### src/rtl/game_pkg.sv
// Shared game constants: FSM state encoding, default pointer hit-box and lives,
// plus the overlap helper used by the pointer-drawing, menu and collision blocks.
package game_pkg;

  localparam logic [1:0] ST_IDLE      = 2'd0;
  localparam logic [1:0] ST_ARMED     = 2'd1;
  localparam logic [1:0] ST_INVULN    = 2'd2;
  localparam logic [1:0] ST_GAME_OVER = 2'd3;

  localparam int CURSOR_W_DEF = 16;
  localparam int CURSOR_H_DEF = 16;
  localparam int LIVES_DEF    = 3;

  // origin <= pos < origin+size, widened to 13 bits so boxes near 4095 never wrap
  function automatic logic in_span(input logic [11:0] pos,
                                   input logic [11:0] origin,
                                   input logic [12:0] size);
    logic [12:0] p13;
    logic [12:0] o13;
    p13 = {1'b0, pos};
    o13 = {1'b0, origin};
    return (p13 >= o13) && (p13 < (o13 + size));
  endfunction

endpackage

### src/rtl/vblnk_edge.sv
// Vertical-blank rising-edge detector: frame_edge is high in the cycle where
// vblnk_in is high and its one-cycle delayed copy is still low.
module vblnk_edge (
  input  logic pclk,
  input  logic rst,
  input  logic vblnk_in,
  output logic frame_edge
);

  logic vblnk_d;

  // one-cycle delayed copy of vertical blank
  always_ff @(posedge pclk or negedge rst) begin
    if (!rst) begin
      vblnk_d <= 1'b0;
    end else begin
      vblnk_d <= vblnk_in;
    end
  end

  assign frame_edge = vblnk_in & ~vblnk_d;

endmodule

### src/rtl/collision_detector.sv
// Pointer/obstacle collision detector: counts at most one hit per frame, manages
// lives and post-hit invulnerability, and flags game over.
module collision_detector
  import game_pkg::*;
#(
  parameter int CURSOR_W      = CURSOR_W_DEF,
  parameter int CURSOR_H      = CURSOR_H_DEF,
  parameter int LIVES         = LIVES_DEF,
  parameter int INVULN_FRAMES = 60
) (
  input  logic        pclk,
  input  logic        rst,
  input  logic        game_on,
  input  logic        vblnk_in,
  input  logic [11:0] obstacle_x,
  input  logic [11:0] obstacle_y,
  input  logic [11:0] mouse_xpos,
  input  logic [11:0] mouse_ypos,
  output logic        hit_pulse,
  output logic [2:0]  lives_left,
  output logic        invuln,
  output logic        game_over
);

  logic        frame_edge;
  logic [1:0]  state_r, state_nxt;
  logic [11:0] mx_r, my_r;
  logic        frame_hit_r, frame_hit_nxt;
  logic [7:0]  cnt_r, cnt_nxt;
  logic [2:0]  lives_nxt;
  logic        hit_pulse_nxt, invuln_nxt, game_over_nxt;
  logic        pix_hit, hit_seen;

  vblnk_edge u_vblnk_edge (
    .pclk       (pclk),
    .rst        (rst),
    .vblnk_in   (vblnk_in),
    .frame_edge (frame_edge)
  );

  // the edge-cycle pixel is still judged against the previous frame's pointer
  assign pix_hit  = (obstacle_x != 12'd0)
                  && in_span(obstacle_x, mx_r, 13'(CURSOR_W))
                  && in_span(obstacle_y, my_r, 13'(CURSOR_H));
  assign hit_seen = frame_hit_r | pix_hit;

  // next-state and next-output logic; game_on low overrides everything
  always_comb begin
    state_nxt     = state_r;
    lives_nxt     = lives_left;
    cnt_nxt       = cnt_r;
    frame_hit_nxt = frame_hit_r;
    hit_pulse_nxt = 1'b0;
    invuln_nxt    = invuln;
    game_over_nxt = game_over;
    if (!game_on) begin
      state_nxt     = ST_IDLE;
      lives_nxt     = 3'(LIVES);
      cnt_nxt       = 8'd0;
      frame_hit_nxt = 1'b0;
      invuln_nxt    = 1'b0;
      game_over_nxt = 1'b0;
    end else begin
      case (state_r)
        ST_IDLE: begin
          state_nxt     = ST_ARMED;
          lives_nxt     = 3'(LIVES);
          cnt_nxt       = 8'd0;
          frame_hit_nxt = 1'b0;
          invuln_nxt    = 1'b0;
          game_over_nxt = 1'b0;
        end
        ST_ARMED: begin
          if (frame_edge) begin
            frame_hit_nxt = 1'b0;
            if (hit_seen) begin
              hit_pulse_nxt = 1'b1;
              lives_nxt     = lives_left - 3'd1;
              if (lives_left == 3'd1) begin
                state_nxt     = ST_GAME_OVER;
                game_over_nxt = 1'b1;
              end else begin
                state_nxt  = ST_INVULN;
                cnt_nxt    = 8'(INVULN_FRAMES);
                invuln_nxt = 1'b1;
              end
            end else begin
              state_nxt = ST_ARMED;
            end
          end else begin
            frame_hit_nxt = hit_seen;
          end
        end
        ST_INVULN: begin
          frame_hit_nxt = 1'b0;
          invuln_nxt    = 1'b1;
          if (frame_edge) begin
            cnt_nxt = cnt_r - 8'd1;
            if (cnt_r == 8'd1) begin
              state_nxt  = ST_ARMED;
              invuln_nxt = 1'b0;
            end else begin
              state_nxt = ST_INVULN;
            end
          end else begin
            cnt_nxt = cnt_r;
          end
        end
        ST_GAME_OVER: begin
          frame_hit_nxt = 1'b0;
          lives_nxt     = 3'd0;
          invuln_nxt    = 1'b0;
          game_over_nxt = 1'b1;
        end
        default: begin
          state_nxt     = ST_IDLE;
          lives_nxt     = 3'(LIVES);
          cnt_nxt       = 8'd0;
          frame_hit_nxt = 1'b0;
          invuln_nxt    = 1'b0;
          game_over_nxt = 1'b0;
        end
      endcase
    end
  end

  // state, pointer latch and registered outputs
  always_ff @(posedge pclk or negedge rst) begin
    if (!rst) begin
      state_r     <= ST_IDLE;
      mx_r        <= 12'd0;
      my_r        <= 12'd0;
      frame_hit_r <= 1'b0;
      cnt_r       <= 8'd0;
      hit_pulse   <= 1'b0;
      lives_left  <= 3'(LIVES);
      invuln      <= 1'b0;
      game_over   <= 1'b0;
    end else begin
      if (frame_edge) begin
        mx_r <= mouse_xpos;
        my_r <= mouse_ypos;
      end else begin
        mx_r <= mx_r;
        my_r <= my_r;
      end
      state_r     <= state_nxt;
      frame_hit_r <= frame_hit_nxt;
      cnt_r       <= cnt_nxt;
      hit_pulse   <= hit_pulse_nxt;
      lives_left  <= lives_nxt;
      invuln      <= invuln_nxt;
      game_over   <= game_over_nxt;
    end
  end

endmodule

### config.mk
export PLATFORM = sky130hd
export DESIGN_NAME = collision_detector
export DESIGN_NICKNAME = d
export VERILOG_FILES = /design/src/rtl/game_pkg.sv /design/src/rtl/vblnk_edge.sv /design/src/rtl/collision_detector.sv
export SDC_FILE = /design/constraint.sdc
export NUM_CORES = 1
export LEC_CHECK = 0
export BUFFER_PORTS_ARGS = -buffer_cell sky130_fd_sc_hd__buf_4
export CAP_MARGIN = 20
export CORE_UTILIZATION = 25
export CTS_CLUSTER_DIAMETER = 100
export CTS_CLUSTER_SIZE = 12
export DETAILED_ROUTE_END_ITERATION = 6
export PLACE_DENSITY_LB_ADDON = 0.3
export SLEW_MARGIN = 20
export SYNTH_ARGS = -nofsm -noshare
export SYNTH_HDL_FRONTEND = slang
export SYNTH_HIERARCHICAL = 1
export SYNTH_SLANG_ARGS = --single-unit
### constraint.sdc
create_clock -name pclk -period 3.6 [get_ports pclk]
set_input_delay 0.9 -clock pclk [delete_from_list [all_inputs] [get_ports pclk]]
set_output_delay 0.9 -clock pclk [all_outputs]
set_load 0.01 [all_outputs]
Yosys cells after proc, flatten, opt, wreduce, memory -nomap -nowiden
Index checks and enable logic that the tools add are counted.
{"block": "op_classes", "add_sub_neg": 4, "multipliers": 0, "div_mod_pow": 0, "magnitude_cmp": 4, "eq_ne": 12, "shift": 0, "mux": 36, "bitwise": 3, "reduce_logical": 13}
{"operator": "$mux W8", "count": 5}
{"operator": "$add A12 B5 Y13 const B", "count": 2}
{"operator": "$lt A12 B13 Y1", "count": 2}
{"operator": "$ge A12 B12 Y1", "count": 2}
{"operator": "$pmux W8 S3", "count": 1}
{"operator": "$mux W1", "count": 17}
{"operator": "$ne A3 B3 Y1 const B", "count": 5}
{"operator": "$reduce_bool A12 Y1", "count": 1}
{"operator": "$mux W2", "count": 5}
{"operator": "$mux W3", "count": 3}
{"operator": "$pmux W3 S3", "count": 1}
{"operator": "$reduce_and A3 Y1", "count": 3}
{"operator": "$eq A8 B1 Y1 const B", "count": 1}
{"operator": "$ne A4 B1 Y1 const B", "count": 2}
{"operator": "$sub A8 B1 Y8 const B", "count": 1}
{"operator": "$pmux W1 S3", "count": 2}
{"operator": "$pmux W2 S3", "count": 1}
{"operator": "$reduce_and A5 Y1", "count": 1}
{"operator": "$eq A2 B2 Y1 const B", "count": 2}
{"operator": "$logic_and A1 B1 Y1", "count": 4}
{"operator": "$reduce_and A4 Y1", "count": 1}
{"operator": "$eq A3 B1 Y1 const B", "count": 1}
{"operator": "$reduce_or A3 Y1", "count": 1}
{"operator": "$sub A3 B1 Y3 const B", "count": 1}
{"operator": "7 further kinds", "count": 7}
{"block": "totals", "ff_bits": 42, "latchBits": 0, "mem_bits_rw": 0, "rom_bits": 0, "in_bits": 52, "output_inout_bits": 6, "wordCells": 82, "memories": 0}

Longest topological paths before layout
{"block": "depth", "word_depth": 10, "ltp_mapped": 14, "depth_no_buf": 13}

Hierarchy
The synthesis kept the hierarchy.
{"mod": "collision_detector", "instances": 1, "cells_each": 381, "area_each_um2": 3294.4, "seq_area_each_um2": 1028.5}
{"mod": "vblnk_edge", "instances": 1, "cells_each": 2, "area_each_um2": 38.8, "seq_area_each_um2": 25.0}

Least setup slack after synthesis
OpenSTA, ideal clock, no wires.
{"block": "synth_path", "path_type": "input to register", "startpoint": "input port obstacle_x[0]", "endpoint": "register cnt_r[2]", "setup_time_ns": 0.125, "t_arrival_ns": 3.036, "t_required_ns": 3.475, "setup_slack_ns": 0.439, "stages": 11, "n_path_buf": 1, "cell_sequence": "inv_1 > ha_1 > nand2b_1 > a2111oi_0 > a2111oi_0 > or4_1 > and4b_4 > a41oi_4 > buf_4 > mux2i_1 > a21oi_1"}
{"block": "synth_via", "elab_chain_cells": 7, "word_cells_on_any_way": 9, "classes_between": "order compare: 2; eq/ne: 1; bitwise: 1; reduce/logical: 5"}
{"element": "start, declared", "line_no": "collision_detector.sv:15", "rtl": "input logic [11:0] obstacle_x,"}
{"element": "$lt A12 B13 Y1 / $ge A12 B12 Y1 (equally long branches)", "line_no": "game_pkg.sv:22", "rtl": "return (p13 >= o13) && (p13 < (o13 + size));"}
{"element": "$logic_and A1 B1 Y1", "line_no": "game_pkg.sv:22"}
{"element": "$logic_and A1 B1 Y1 (*)", "line_no": "collision_detector.sv:43", "rtl": "&& in_span(obstacle_x, mx_r, 13'(CURSOR_W))"}
{"element": "$logic_and A1 B1 Y1 (*)", "line_no": "collision_detector.sv:44", "rtl": "&& in_span(obstacle_y, my_r, 13'(CURSOR_H));"}
{"element": "$or A1 B1 Y1 (*)", "line_no": "collision_detector.sv:45", "rtl": "assign hit_seen = frame_hit_r | pix_hit;"}
{"element": "$ne A3 B3 Y1 (no line) (*)"}
{"element": "$reduce_and A5 Y1 (no line) (*)"}
{"element": "end signal, assigned", "line_no": "collision_detector.sv:149", "rtl": "cnt_r <= cnt_nxt;"}
{"element": "end, declared", "line_no": "collision_detector.sv:29", "rtl": "logic [7:0] cnt_r, cnt_nxt;"}
Every way passes the cells marked *; elsewhere a longest branch is shown, timed or not.
A chain may end at the register's enable or synchronous reset.

Final worst setup path
{"block": "layout_path", "startpoint": "register mx_r[4]", "endpoint": "register cnt_r[7]"}
{"block": "layout_via", "elab_chain_cells": 8, "word_cells_on_any_way": 9, "classes_between": "add/sub: 1; order compare: 2; eq/ne: 1; bitwise: 1; reduce/logical: 4"}
{"element": "start, declared", "line_no": "collision_detector.sv:27", "rtl": "logic [11:0] mx_r, my_r;"}
{"element": "start signal, assigned", "line_no": "collision_detector.sv:141", "rtl": "mx_r <= mouse_xpos;"}
{"element": "start signal, assigned", "line_no": "collision_detector.sv:144", "rtl": "mx_r <= mx_r;"}
{"element": "$add A12 B5 Y13", "line_no": "game_pkg.sv:22"}
{"element": "$lt A12 B13 Y1", "line_no": "game_pkg.sv:22"}
{"element": "$logic_and A1 B1 Y1 (*)", "line_no": "game_pkg.sv:22"}
{"element": "$logic_and A1 B1 Y1 (*)", "line_no": "collision_detector.sv:43"}
{"element": "$logic_and A1 B1 Y1 (*)", "line_no": "collision_detector.sv:44"}
{"element": "$or A1 B1 Y1 (*)", "line_no": "collision_detector.sv:45"}
{"element": "$ne A3 B3 Y1 (no line) (*)"}
{"element": "$reduce_and A5 Y1 (no line) (*)"}
Marks and branches as above.

==> out/summary.log <==
[status] result of the run finished, final reports clean
[logic_synthesis] fraction of registers with async set/reset 100%
[clock_tree] CTS tree built
[clock_tree] number of clock buffers inserted by TritonCTS 5
[timing] Post-Route Skew 0.00880 ns
[job] max_cap viols 0
[logic_synthesis] #FFs+latches synth 42
[worst_hold_path] sink of the worst hold path my_r[0]
[logic_synthesis] number of synthesized flops with an enable pin 0
[cells_and_area] number of diodes 0
[cells_and_area] multi-input logic area 0.00210 mm^2
[place] placed standard-cell area 0.00399 mm^2
[timing] worst-margin pin slew 0.721 ns
[die] initial core utilization 26.0%
[timing] final number of setup-violating endpoints 0
[place] Detailed Place HPWL 6430 um
[die] Die X-Extent 117 um
[clock_tree] H-tree Lvls 2
[timing] WHS 0.535 ns
[worst_setup_path] worst r2r path cells 14
[worst_setup_path] origin of the worst setup path mx_r[4]
[timing] count of final max-slew check failures 0
[detailed_routing] residual DRC count 0
[worst_setup_path] type of the worst setup path register to register
[logic_synthesis] Unique masters post-synth 55
[worst_setup_path] WP data arrival 3.56 ns
[cells_and_area] fill count 1366
[cells_and_area] NumNets Final 546
[logic_synthesis] sequential share of the synthesized area 31.6%
[detailed_routing] number of vias after detailed routing 2953
[worst_setup_path] start of the worst register-to-register path mx_r[4]
[pwr] switching part of the total 34.8%
[global_route] largest net degree at the start of global routing 54
[pwr] part of the total power dissipated in the clock network 30.5%
[logic_synthesis] post-synthesis instance area 0.00333 mm^2
[die] Total Die Area 0.0138 mm^2
[pwr] net load switching power 0.000609 W
[timing] least setup slack across all paths after layout 0.253 ns
[clock_tree] root buffer cell sky130_fd_sc_hd__clkbuf_16
[logic_synthesis] number of warnings issued by yosys 6
[place] number of buffers inserted by port buffering 57
[die] I/O pin count 58
[worst_hold_path] startpoint of the most critical hold path my_r[0]
[pwr] Final Total Pwr 0.00175 W
[cells_and_area] fraction of layout instances using a drive strength above 1 20.0%
[worst_hold_path] type of the most critical hold path register to register
[detailed_routing] count of antenna-violating nets left after detailed routing 0
[clock_tree] clock insertion delay at the later pin of the skew report 0.30 ns
[pwr] static power due to leakage 1.88 nW
[pwr] fraction of power consumed by sequential logic 33.2%
[place] GPL Wtd Cong 0.812
[global_route] via count of the first global-routing pass 2959
[clock_tree] number of hold buffers added after cts 0
[timing] highest attainable clock frequency 299 MHz
[detailed_routing] total wire length 8370 um
[detailed_routing] number of vias per cell 4.79
[timing] accumulated negative setup slack 0 ns
[worst_setup_path] Register-to-Register Setup Slack 0.25 ns
[logic_synthesis] ys flop type sky130_fd_sc_hd__dfrtp_1
[cells_and_area] storage element area 0.00105 mm^2
[worst_setup_path] highest net fanout along the worst path 12
[place] pre-CTS setup slack 0.0553 ns
[cells_and_area] Layout area overhead 25.2%
[logic_synthesis] Mapped Nets 486
[global_route] global-route usage over all layers 12.6%
[timing] time the worst path needs with I/O delays and setup 3.35 ns
[timing] RSZ-0062 raised after global routing false
[clock_tree] clock slew seen by the registers of the worst setup and hold paths 0.07 ns
[detailed_routing] first drt pass iteration count 4
[worst_hold_path] Cells on Worst Hold Path 1
[detailed_routing] count of routing violations after the opening detailed-route iteration 174
[pwr] Pwr Density 420 mW/mm^2
[worst_setup_path] type of destination of the critical path register
[cells_and_area] most common cell after layout, fill and taps aside sky130_fd_sc_hd__buf_4
[cells_and_area] final design instance area without fill 0.00417 mm^2
[global_route] first-pass GRT wire length 14200 um
[timing] share of the clock period used by the worst path 93.0%
[pwr] internal power of the cells 0.00114 W
[die] FP Rows 41
[die] core footprint 0.0128 mm^2
[clock_tree] number of sinks on the clock net 42
[timing] final hold violation count 0
[die] Die Height 117 um
[logic_synthesis] number of standard cells after synthesis 383
[pwr] Worst VDD drop 168 uV
[logic_synthesis] syn avg cell area 8.70 um^2
[worst_setup_path] required time of the critical path 3.81 ns
[worst_setup_path] reg-to-reg critical path endpoint cnt_r[7]
[pwr] combinational cell fraction of total power 36.3%
[cells_and_area] commonest cells after routing, fill and taps aside 66 x sky130_fd_sc_hd__buf_4, 51 x sky130_fd_sc_hd__ha_1, 42 x sky130_fd_sc_hd__nand2_1
[worst_setup_path] kind of start point of the critical path register
[global_route] remaining global-route overflow 0
[global_route] antenna violations before repair 0
[clock_tree] maximum clock insertion buffer count 2
[detailed_routing] final routed wire length divided by cell count 13.6 um
[timing] worst max-slew margin expressed relative to the limit 51.5%
layer usage:
| layer | part of all wire [%] | GRT usage (%) |
|---|---|---|
| met1 | 48 | 16.2 |
| met2 | 46 | 20.3 |
| met3 | 4.2 | 3.34 |
| met4 | 1.5 | 4.01 |
| met5 | 0 | 0 |
power groups by stage:
stage | logic [W] | registers [W] | clock network, W
after floorplan | 0.000423 | 0.000584 | 0
after global placement | 0.000617 | 0.000589 | 0
after detailed placement | 0.000631 | 0.000591 | 0
after CTS | 0.000634 | 0.000582 | 0.000556
after global routing | 0.000722 | 0.000591 | 0.000571
final | 0.000635 | 0.000582 | 0.000534
what timing repair did:
item                                    CTS  global route
endpoints found under the setup margin    0             2
buffers inserted                          0             0
resized for setup                         0             3
cells in the mapped netlist (7+ instances only):
cell / instances / share of area (%)
sky130_fd_sc_hd__nor3_1: 9 / 1.4
sky130_fd_sc_hd__a21oi_1: 23 / 3.5
sky130_fd_sc_hd__nand4_1: 7 / 1.3
sky130_fd_sc_hd__nor2b_1: 9 / 1.7
sky130_fd_sc_hd__nand3_1: 17 / 2.6
sky130_fd_sc_hd__a31oi_1: 9 / 1.7
sky130_fd_sc_hd__xnor2_1: 12 / 3.2
sky130_fd_sc_hd__clkbuf_1: 11 / 1.2
sky130_fd_sc_hd__inv_1: 36 / 4.1
sky130_fd_sc_hd__nand2_1: 42 / 4.7
sky130_fd_sc_hd__ha_1: 51 / 19
sky130_fd_sc_hd__dfrtp_1: 40 / 30
sky130_fd_sc_hd__nor2_1: 13 / 1.5
sky130_fd_sc_hd__o21ai_0: 34 / 5.1
cell type report:
| class | instances | area share [%] |
|---|---|---|
| clock buffer | 6 | 3.09 |
| multi-input combinational | 290 | 50.3 |
| timing repair buffer | 66 | 11.9 |
| sequential | 42 | 25.3 |
| clock inverter | 2 | 0.900 |
| inverter | 38 | 3.42 |
| tap | 172 | 5.16 |
kinds of logic after synthesis:
group,Yosys count,synth area share (%)
muxes,4,1.31
adders and majority gates,51,19.1
DFF,42,31.6
and+or+nand+nor,125,20.2
xor gates and xnor gates,12,3.15
AOI/OAI and AO/OA,98,18.7
buffers and inverters,51,5.86
stage by stage:
stage / std cells / utilization [%]
3_3_place_gp: 608 / 31.1
4_1_cts: 616 / 32.4
2_1_floorplan: 383 / -
3_5_place_dp: 608 / 31.1
5_1_grt: 616 / 32.5
6_report: 616 / 32.5
worst max path at each step:
| stage | cells after the start | to | slack [ns] |
|---|---|---|---|
| after global routing | 14 | cnt_r[7] | 0.02 |
| after global placement | 11 | cnt_r[4] | 0.19 |
| after CTS | 14 | cnt_r[7] | 0.17 |
| final | 14 | cnt_r[7] | 0.25 |
| after floorplan | 11 | cnt_r[2] | 0.44 |
| after detailed placement | 11 | cnt_r[4] | 0.06 |
critical path: stages, from the launching register on:
cell	delay [ns]
sky130_fd_sc_hd__dfrtp_1	0.41
sky130_fd_sc_hd__ha_1	0.24
sky130_fd_sc_hd__nand2_1	0.08
sky130_fd_sc_hd__nor2_2	0.17
sky130_fd_sc_hd__xnor2_1	0.14
sky130_fd_sc_hd__ha_1	0.26
sky130_fd_sc_hd__a21o_1	0.18
sky130_fd_sc_hd__a21oi_1	0.14
sky130_fd_sc_hd__a31oi_1	0.08
sky130_fd_sc_hd__a211oi_2	0.22
sky130_fd_sc_hd__and4b_4	0.31
sky130_fd_sc_hd__a41oi_4	0.15
sky130_fd_sc_hd__buf_4	0.21
sky130_fd_sc_hd__or4_1	0.50
sky130_fd_sc_hd__a31oi_1	0.17
registers in the layout (all words and copies together) (netlist names):
register and flops:
cnt_r 8, frame_hit_r 1, game_over 1, hit_pulse 1, invuln 1, lives_left 3, mx_r 12, my_r 12
state_r 2, u_vblnk_edge/vblnk_d 1
(Power assumes the default switching activity.)
